==> src/rtl/ysyx_23060286_seq.sv <==
// Multi-cycle instruction sequencer: fetch, execute, optional memory access, writeback.
// Drives IFU/LSU handshakes, gates PC/IR/RF writes, and flags halt and error conditions.
module ysyx_23060286_seq #(
  parameter int TIMEOUT = 256,
  parameter int CNT_W   = 64
) (
  input  logic             clk,
  input  logic             rst_n,
  output logic             ifu_req_valid,
  input  logic             ifu_req_ready,
  input  logic             ifu_rsp_valid,
  output logic             ifu_rsp_ready,
  output logic             inst_we,
  input  logic [6:0]       op,
  input  logic             dec_regwrite,
  output logic             lsu_req_valid,
  input  logic             lsu_req_ready,
  output logic             lsu_wen,
  input  logic             lsu_rsp_valid,
  output logic             rf_we,
  output logic             pc_we,
  output logic             halt,
  output logic             err,
  output logic [CNT_W-1:0] instret,
  output logic [2:0]       state
);

  typedef enum logic [2:0] {
    S_IF_REQ   = 3'd0,
    S_IF_WAIT  = 3'd1,
    S_EX       = 3'd2,
    S_MEM_REQ  = 3'd3,
    S_MEM_WAIT = 3'd4,
    S_WB       = 3'd5,
    S_HALT     = 3'd6,
    S_ERR      = 3'd7
  } state_t;

  localparam int WCW = (TIMEOUT > 2) ? $clog2(TIMEOUT) : 1;
  localparam logic [WCW-1:0] WAIT_LAST = (TIMEOUT > 0) ? WCW'(TIMEOUT - 1) : '0;

  state_t             state_reg;
  logic [WCW-1:0]     wait_cnt_reg;
  logic               lsu_wen_reg;
  logic [CNT_W-1:0]   instret_reg;
  logic               in_wait;
  logic               hs;
  logic               timed_out;
  logic               op_alu;

  // hs is the handshake that lets the current wait state exit
  always_comb begin
    in_wait = 1'b0;
    hs      = 1'b0;
    case (state_reg)
      S_IF_REQ:   begin in_wait = 1'b1; hs = ifu_req_ready; end
      S_IF_WAIT:  begin in_wait = 1'b1; hs = ifu_rsp_valid; end
      S_MEM_REQ:  begin in_wait = 1'b1; hs = lsu_req_ready; end
      S_MEM_WAIT: begin in_wait = 1'b1; hs = lsu_rsp_valid; end
      default:    begin in_wait = 1'b0; hs = 1'b0; end
    endcase
  end

  assign timed_out = (TIMEOUT > 0) && in_wait && !hs && (wait_cnt_reg == WAIT_LAST);

  assign op_alu = (op == 7'd19) || (op == 7'd51) || (op == 7'd55) || (op == 7'd23) ||
                  (op == 7'd99) || (op == 7'd111) || (op == 7'd103);

  always_ff @(posedge clk or negedge rst_n) begin
    if (!rst_n) begin
      state_reg    <= S_IF_REQ;
      wait_cnt_reg <= '0;
      lsu_wen_reg  <= 1'b0;
      instret_reg  <= '0;
    end else begin
      // counter restarts whenever the state changes or a non-wait state is held
      if (in_wait && !hs && !timed_out)
        wait_cnt_reg <= wait_cnt_reg + 1'b1;
      else
        wait_cnt_reg <= '0;

      case (state_reg)
        S_IF_REQ: begin
          if (hs)             state_reg <= S_IF_WAIT;
          else if (timed_out) state_reg <= S_ERR;
        end
        S_IF_WAIT: begin
          if (hs)             state_reg <= S_EX;
          else if (timed_out) state_reg <= S_ERR;
        end
        S_EX: begin
          if (op == 7'd3) begin
            lsu_wen_reg <= 1'b0;
            state_reg   <= S_MEM_REQ;
          end else if (op == 7'd35) begin
            lsu_wen_reg <= 1'b1;
            state_reg   <= S_MEM_REQ;
          end else if (op == 7'd115) begin
            state_reg   <= S_HALT;
          end else if (op_alu) begin
            lsu_wen_reg <= 1'b0;
            state_reg   <= S_WB;
          end else begin
            state_reg   <= S_ERR;
          end
        end
        S_MEM_REQ: begin
          if (hs)             state_reg <= S_MEM_WAIT;
          else if (timed_out) state_reg <= S_ERR;
        end
        S_MEM_WAIT: begin
          if (hs)             state_reg <= S_WB;
          else if (timed_out) state_reg <= S_ERR;
        end
        S_WB: begin
          instret_reg <= instret_reg + 1'b1;
          state_reg   <= S_IF_REQ;
        end
        S_HALT:  state_reg <= S_HALT;
        S_ERR:   state_reg <= S_ERR;
        default: state_reg <= S_ERR;
      endcase
    end
  end

  // strobes are forced low while reset is held, even though state already reads IF_REQ
  assign ifu_req_valid = rst_n && (state_reg == S_IF_REQ);
  assign ifu_rsp_ready = rst_n && (state_reg == S_IF_WAIT);
  assign inst_we       = rst_n && (state_reg == S_IF_WAIT) && ifu_rsp_valid;
  assign lsu_req_valid = rst_n && (state_reg == S_MEM_REQ);
  assign pc_we         = rst_n && (state_reg == S_WB);
  assign rf_we         = rst_n && (state_reg == S_WB) && dec_regwrite && !lsu_wen_reg &&
                         (op != 7'd35) && (op != 7'd99);
  assign lsu_wen       = lsu_wen_reg;
  assign halt          = (state_reg == S_HALT);
  assign err           = (state_reg == S_ERR);
  assign instret       = instret_reg;
  assign state         = state_reg;

endmodule
==> config.mk <==
export PLATFORM = sky130hd
export DESIGN_NAME = ysyx_23060286_seq
export DESIGN_NICKNAME = d
export VERILOG_FILES = /design/src/rtl/ysyx_23060286_seq.sv
export SDC_FILE = /design/constraint.sdc
export NUM_CORES = 1
export LEC_CHECK = 0
export CAP_MARGIN = 5
export CORE_AREA = 2 2 123 89
export CTS_BUF_LIST = sky130_fd_sc_hd__clkbuf_4 sky130_fd_sc_hd__clkbuf_8
export DETAILED_ROUTE_END_ITERATION = 10
export DIE_AREA = 0 0 125 91
export PLACE_DENSITY_LB_ADDON = 0.1
export SLEW_MARGIN = 5
export SYNTH_ARGS = -nofsm -noshare
export SYNTH_HDL_FRONTEND = slang
export SYNTH_SLANG_ARGS = --single-unit
==> constraint.sdc <==
create_clock -name clk -period 3.9 [get_ports clk]
set_input_delay 0.78 -clock clk [delete_from_list [all_inputs] [get_ports clk]]
set_output_delay 0.78 -clock clk [all_outputs]
set_load 0.02 [all_outputs]
### Word-level counts from Yosys, hierarchy flattened

Index checks and enable logic that the tools add are counted.

| cells by class | value |
|---|---|
| add/sub/neg operators | 2 |
| equal/unequal tests | 21 |
| muxes and demuxes | 17 |
| reduce and logical (&&, ||, !) cells | 25 |

Operators by type and width:

| cell | number |
|---|---|
| adder 64 x 1 -> 64 bit (second input constant) | 1 |
| == test 7 bit (second input constant) | 4 |
| case mux 3 bit (8 select lines) | 1 |
| == test 7 x 6 -> 1 bit (second input constant) | 3 |
| 2-to-1 mux 3 bit | 7 |
| == test 7 x 5 -> 1 bit (second input constant) | 2 |
| == test 3 bit (second input constant) | 4 |
| logical AND 1 bit | 12 |
| adder 8 x 1 -> 8 bit (second input constant) | 1 |
| == test 8 bit (second input constant) | 1 |
| 2-to-1 mux 8 bit | 1 |
| == test 7 x 2 -> 1 bit (second input constant) | 1 |
| inequality test 7 x 6 -> 1 bit (second input constant) | 1 |
| inequality test 7 bit (second input constant) | 1 |
| == test 3 x 2 -> 1 bit (second input constant) | 2 |
| logical OR 1 bit | 6 |
| 2-to-1 mux 1 bit | 5 |
| 2-to-1 mux 2 bit | 2 |
| case mux 1 bit (4 select lines) | 1 |
| OR reduction 4 bit | 1 |
| == test 3 x 1 -> 1 bit (second input constant) | 1 |
| zero test 1 bit | 3 |
| zero test 3 bit | 1 |
| inequality test 3 bit (second input constant) | 1 |
| other kinds (2) | 2 |

| word-level totals | value |
|---|---|
| bits in registers | 76 |
| input bits | 14 |
| output and inout bits | 76 |
| logic and storage cells | 69 |

### Depth between registers and ports, before layout

Gate-level depths: netlist of the first run.

| depth | value |
|---|---|
| word-level depth | 12 |
| gate-level depth with buffers | 7 |
| depth with buffers taken out | 6 |

### Least setup slack after synthesis of the first run

Ideal clock, no wire load.

| timing path | value |
|---|---|
| path type | register to output |
| start | register state_reg[2] (netlist: state[2]) |
| end | output port inst_we |
| arrival time | 1,900 ps |
| data required time | 3,120 ps |
| setup slack | 1,220 ps |
| stages on the path, launching flop included | 6 |
| path buffers | 2 |
| cell sequence | dfrtp_1 -> buf_2 -> clkbuf_1 -> nand2b_1 -> nor3b_1 -> and2_1 |

| between the ends | value |
|---|---|
| longest elaborated chain between the ends | 3 |

Ends and longest elaborated chain:

| what | line | RTL |
|---|---|---|
| start: declaration | 42 | `state_t state_reg;` |
| start signal: assignment | 71 | `state_reg <= S_IF_REQ;` |
| start signal: assignment | 84 | `if (hs) state_reg <= S_IF_WAIT;` |
| start signal: assignment | 85 | `else if (timed_out) state_reg <= S_ERR;` |
| == test 3 x 1 -> 1 bit | n/a |  |
| logical AND 1 bit | n/a |  |
| via ifu_rsp_ready | 12 | `output logic ifu_rsp_ready,` |
| logical AND 1 bit | 129 | `assign inst_we = rst_n && (state_reg == S_IF_WAIT) && ifu_rsp_valid;` |
| end: declaration | 13 | `output logic inst_we,` |

The timed path passes the listed nets, and every way through them passes these cells.

### Worst setup path after layout of the first run

| timing path | value |
|---|---|
| start | register state_reg[2] (netlist: state[2]) |
| end | output port rf_we |

| between the ends | value |
|---|---|
| longest elaborated chain between the ends | 6 |

Ends and longest elaborated chain:

| what | line | RTL |
|---|---|---|
| == test 3 bit | 132 | `assign rf_we = rst_n && (state_reg == S_WB) && dec_regwrite && !lsu_wen_reg &&` |
| logical AND 1 bit (4 in a row) | 132 |  |
| logical AND 1 bit | 133 | `(op != 7'd35) && (op != 7'd99);` |
| end: declaration | 20 | `output logic rf_we,` |

Every way passes these cells.

==> results.ini, run 1 <==
[clock_network]
hold_buffers=0
cts_buffers=9
insertion_delay_ps=350
ctsResizeCount=0
cts_buffer_depth=2
cts_root_buffer=clkbuf_8
cts_tree=done
htreeDepth=3
postCtsSetupRepairBufs=0
cts.sinks=76
path_clk_slew_ps=70

[logic_synthesis]
synth_fa_ha_area_share_pct=0.642
yosysWarnings=0
synth_xor_area_share_pct=15.5
synth_compound_area_share_pct=2.86
syn_area_um2=3900
muxShareOfSynthArea_pct=0.289
synth_area_per_cell_um2=10.5
synth_top_family_by_area=simple AND/OR/NAND/NOR gates
ys_ff_latch=76
netlist.area_leader.share_pct=48.8
synth_area_leaders=dfrtp_1 49%, xnor2_1 9.7%, xor2_1 5.8%
synth_simple_gate_area_share_pct=29.8
netlist_instances=371
syn_nets=387
synth_seq_area_share_pct=48.8
synth_area_leader_cell=dfrtp_1
synth_cell_type_count=47

[global_routing]
grt_usage_pct=17.5
antenna_found_initial=0
grt_max_degree=77
grt_pass1_wl_um=15800
grt_pass1_vias=2929
grt.overflow.total=0

[floorplanning]
die_x_um=125
dieArea_um2=11400
std_cell_rows=31
initial_core_util_pct=38.4
core_area_um2=10200
ioPinCount=90
die_y_um=91

[final_layout]
largest_register_ffs=64
most-common-layout-cells=88 x clkdlybuf4s50_1, 76 x dfrtp_1, 43 x xnor2_1
area_delta_synth_final_pct=30.4
diodes=0
finalNetCount=480
final_cell_count_no_fill=600
final_common_cell=clkdlybuf4s50_1
stdcell_area_um2=5090
drive_gt1_share_pct=8.55

[sta]
clock_skew_ps=9.03
hold_viol=0
fin_crit_ps=3220
tightest_slew_ps=957
max_freq_mhz=311
grt_setup_unrepaired=no
hold_ws_ps=466
max_slew_margin_pct=36.2
setup_tns_ps=0
drv_slew=0
fin_crit_sh_pct=82.5
setup_viol=0

[routing]
drt_pass1_iterations=4
routed_wl_um=9310
ant_nets=0
vias=3030
vias_per_cell=5.05
drc_errors=0
wire_per_inst_um=15.5
drtIter0Drc=156

[placed_design]
routabilityCongestion=0.812
io_buffer_count=89
place_area_um2=4920
dp_hpwl_um=7040
dp.cells=585

[power_and_ir_drop]
p_leak_nw=2.21
power.density_nw_per_um2=380
power_mw=1.93
vdd_drop_max_uv=164

[setup_path]
worstPathArrival_ps=2440
worstSetupEndpointType=primary output
worst_setup_path_start_kind=flop
crit_path_max_fanout=19
crit_type=reg2out
worstPathRequired_ps=3120

[run_status]
status=completed

[hold_path]
hold_path_class=reg2reg

[flow_run]
maxCapViolations=0

-- worst paths after layout --
kind	start	endpoint	slack, ps	cells after the start
min in group asynchronous	rst_n	wait_cnt_reg[2]	690	2
setup reg to reg	state[2]	instret[36]	1670	5
hold / removal	instret[63]	instret[63]	470	1
setup / recovery	state[2]	rf_we	680	5
max in group asynchronous	rst_n	state[0]	2570	2
hold reg to reg	instret[63]	instret[63]	470	1
-- stage by stage --
step | util [%] | worst slack [ps]
after floorplan | - | 1220
after global placement | 48.5 | 843
after detailed placement | 48.5 | 800
after CTS | 50.0 | 649
after global routing | 50.0 | 457
final | 50.0 | 684
-- power breakdown --
part	switching [mW]	internal (mW)	leakage (nW)	total (mW)
logic	0.242	0.224	1.07	0.466
clock network	0.272	0.246	0.0902	0.517
registers	0.113	0.838	1.05	0.951
-- routing by layer --
| layer | up-vias | part of all wire (%) | global-route usage, % |
|---|---|---|---|
| li1 | 1491 | - | - |
| met1 | 1466 | 54 | 27.6 |
| met2 | 61 | 39 | 23.2 |
| met3 | 12 | 5.2 | 4.60 |
| met4 | 0 | 1.3 | 5.19 |
| met5 | - | 0 | 0 |
-- area by class of cell --
cell class | count | area [um2]
clock inverters | 3 | 15.0
clock buffers | 12 | 146
flip-flops and latches | 76 | 1900
repair buffers | 90 | 896
multi-input cells | 274 | 1910
fillers | 938 | 5080
inverters | 13 | 48.8
well taps | 132 | 165
-- kinds of logic after synthesis --
kind of cell,after synthesis
AO/OA/AOI/OAI,16
adder cells (fa/ha/maj),2
flip-flops,76
XOR/XNOR,69
buffers and inverters,21
multiplexers,1
AND/OR/NAND/NOR,186
-- synthesized netlist by cell type, drive strengths merged --
cell type	number
a211oi	2
a21oi	3
and2	4
and3	11
and3b	1
and4	3
and4b	1
buf	5
clkbuf	3
dfrtp	76
ha	2
inv	13
mux2	1
nand2	28
nand2b	2
nand3	27
nand3b	3
nand4	26
nor2	40
nor2b	1
nor3	13
nor3b	5
nor4	12
nor4b	3
o211ai	1
o21a	1
o21ai	3
o21bai	1
o221ai	1
o311ai	1
o31ai	1
o32a	1
o32ai	1
or2	4
or3	1
or3b	1
xnor2	43
xor2	26
-- worst max-delay path: stages (launching register included) --
cell,delay (ps)
dfrtp_1,710
nor2b_1,250
and3_1,240
o31ai_1,90
nor3b_1,180
clkdlybuf4s50_1,630
No activity file was read; power rests on OpenSTA's default activity.
==> run 2: changes to the inputs <==
- clock period: 3.9 -> 3.3 ns (I/O delays scaled with it)
==> run 2 against run 1 <==
Effect of this change:
- worst setup slack worse by 360 ps
- worst hold slack better by 1.5 ps
- sequential cell count unchanged
- count of clock-buffer cells in the layout down 1
- sequential share of layout area down 0.62 points
- via count up 1.0%
- utilization up 0.84 points
- routed wire length up 0.88%
- critical path type unchanged
- largest power group unchanged
- highest routed layer unchanged
==> results.ini, run 2 (same netlist as run 1, synthesis figures left out) <==
[power_and_ir_drop]
p_leak_nw=2.25  ; was 2.21 nW
vdd_drop_max_uv=197  ; was 164 uV
power.density_nw_per_um2=491  ; was 380 nW/um2

[final_layout]
final_cell_count_no_fill=602  ; was 600
fill_cells=936  ; was 938
largest_register_ffs=64  ; unchanged
final_common_cell=clkdlybuf4s50_1  ; unchanged
drive_gt1_share_pct=8.94  ; was 8.55%
finalNetCount=481  ; was 480
most-common-layout-cells=88 x clkdlybuf4s50_1, 76 x dfrtp_1, 43 x xnor2_1  ; unchanged
stdcell_area_um2=5170  ; was 5090 um2
diodes=0  ; unchanged
area_delta_synth_final_pct=32.6  ; was 30.4%

[global_routing]
grt_pass1_wl_um=16000  ; was 15800 um
grt.overflow.total=0  ; unchanged
grt_max_degree=77  ; unchanged
grt_usage_pct=17.9  ; was 17.5%
grt_pass1_vias=2954  ; was 2929
antenna_found_initial=0  ; unchanged

[placed_design]
routabilityCongestion=0.820  ; was 0.812
dpl_worst_slack_ps=454  ; was 800 ps
dp_hpwl_um=6970  ; was 7040 um
dp.cells=586  ; was 585
place_area_um2=4930  ; was 4920 um2
io_buffer_count=89  ; unchanged

[routing]
ant_nets=0  ; unchanged
vias_per_cell=5.08  ; was 5.05
drc_errors=0  ; unchanged
drt_pass1_iterations=4  ; unchanged
vias=3061  ; was 3030
wire_per_inst_um=15.6  ; was 15.5 um
routed_wl_um=9390  ; was 9310 um
drtIter0Drc=169  ; was 156

[clock_network]
cts_tree=done  ; unchanged
hold_buffers=0  ; unchanged
insertion_delay_ps=360  ; was 350 ps
path_clk_slew_ps=80  ; was 70 ps
postCtsSetupRepairBufs=0  ; unchanged
cts_root_buffer=clkbuf_8  ; unchanged
cts_buffer_depth=2  ; unchanged
cts_buffers=9  ; unchanged
ctsResizeCount=0  ; unchanged
htreeDepth=3  ; unchanged
cts.sinks=76  ; unchanged

[sta]
fin_crit_ps=2980
setup_tns_ps=0  ; unchanged
max_freq_mhz=336
hold_viol=0  ; unchanged
tightest_slew_ps=952  ; was 957 ps
setup_viol=0  ; unchanged
fin_crit_sh_pct=90.2
drv_slew=0  ; unchanged
final.setup.worst_slack_ps=325  ; was 684 ps
grt_setup_unrepaired=no  ; unchanged
clock_skew_ps=9.09  ; was 9.03 ps
max_slew_margin_pct=36.6  ; was 36.2%

[setup_path]
crit_type=reg2out  ; unchanged
crit_path_max_fanout=18  ; was 19
worstPathArrival_ps=2320  ; was 2440 ps
worstSetupEndpointType=primary output  ; unchanged
worst_setup_path_start_kind=flop  ; unchanged
worstPathRequired_ps=2640  ; was 3120 ps

[floorplanning]
die_y_um=91  ; unchanged
dieArea_um2=11400  ; unchanged
std_cell_rows=31  ; unchanged
die_x_um=125  ; unchanged
ioPinCount=90  ; unchanged
core_area_um2=10200  ; unchanged
initial_core_util_pct=38.4  ; unchanged

[flow_run]
maxCapViolations=0  ; unchanged

[run_status]
status=completed  ; unchanged

[hold_path]
hold_path_class=reg2reg  ; unchanged

[run 2: changes by cell type in the layout (fill, tap and decap cells not counted), sizes merged]
cell and change:
clkinv -1, clkbuf -1, bufinv +3, buf +1
[run 2: per-stage QoR]
stage                     util [%]  hold slack (ps)  total power [mW]
final                         50.9              468              2.54
after global routing          50.9              509              2.68
after CTS                     50.9              472              2.57
after detailed placement      48.5              458              1.71
after global placement        48.5              456              1.70
after floorplan                  -              364              1.46
[run 2: final timing paths]
check,slack [ps],endpoint,startpoint,cells past startpoint
setup / recovery,320,rf_we,state[1],5
hold / removal,470,instret[63],instret[63],1
setup reg to reg,1120,instret[36],state[1],5
hold reg to reg,470,instret[63],instret[63],1
max in group asynchronous,2100,instret[50],rst_n,2
min in group asynchronous,570,instret[13],rst_n,2
[run 2: final cells by class]
| cell class | instances | area (um2) | area share (%) |
|---|---|---|---|
| Multi-Input combinational cell | 274 | 1910 | 37.0 |
| Sequential cell | 76 | 1900 | 36.8 |
| Timing Repair Buffer | 91 | 903 | 17.5 |
| Tap cell | 132 | 165 | 3.19 |
| Clock buffer | 11 | 139 | 2.69 |
| Clock inverter | 5 | 100 | 1.94 |
| Inverter | 13 | 48.8 | 0.944 |
[run 2: power by group]
group / leakage [nW] / switching (mW) / total (mW) / internal (mW)
sequential: 1.05 / 0.102 / 1.09 / 0.990
clock: 0.124 / 0.340 / 0.856 / 0.517
combinational: 1.08 / 0.318 / 0.591 / 0.273
total: 2.25 / 0.760 / 2.54 / 1.78
[run 2: per-layer routing]
layer | global-route usage [%] | vias to the layer above | part of all wire (%)
met5 | 0 | - | 0
met4 | 5.00 | 0 | 0.63
met3 | 5.01 | 6 | 4.8
met2 | 23.2 | 66 | 41
met1 | 28.3 | 1500 | 54
li1 | - | 1489 | -
[run 2: worst max-delay path, stage by stage (launching register included)]
cell and delay (ps):
dfrtp_1 560, nor2b_1 260, and3_1 230, o31ai_1 90
nor3b_1 180, clkdlybuf4s50_1 630
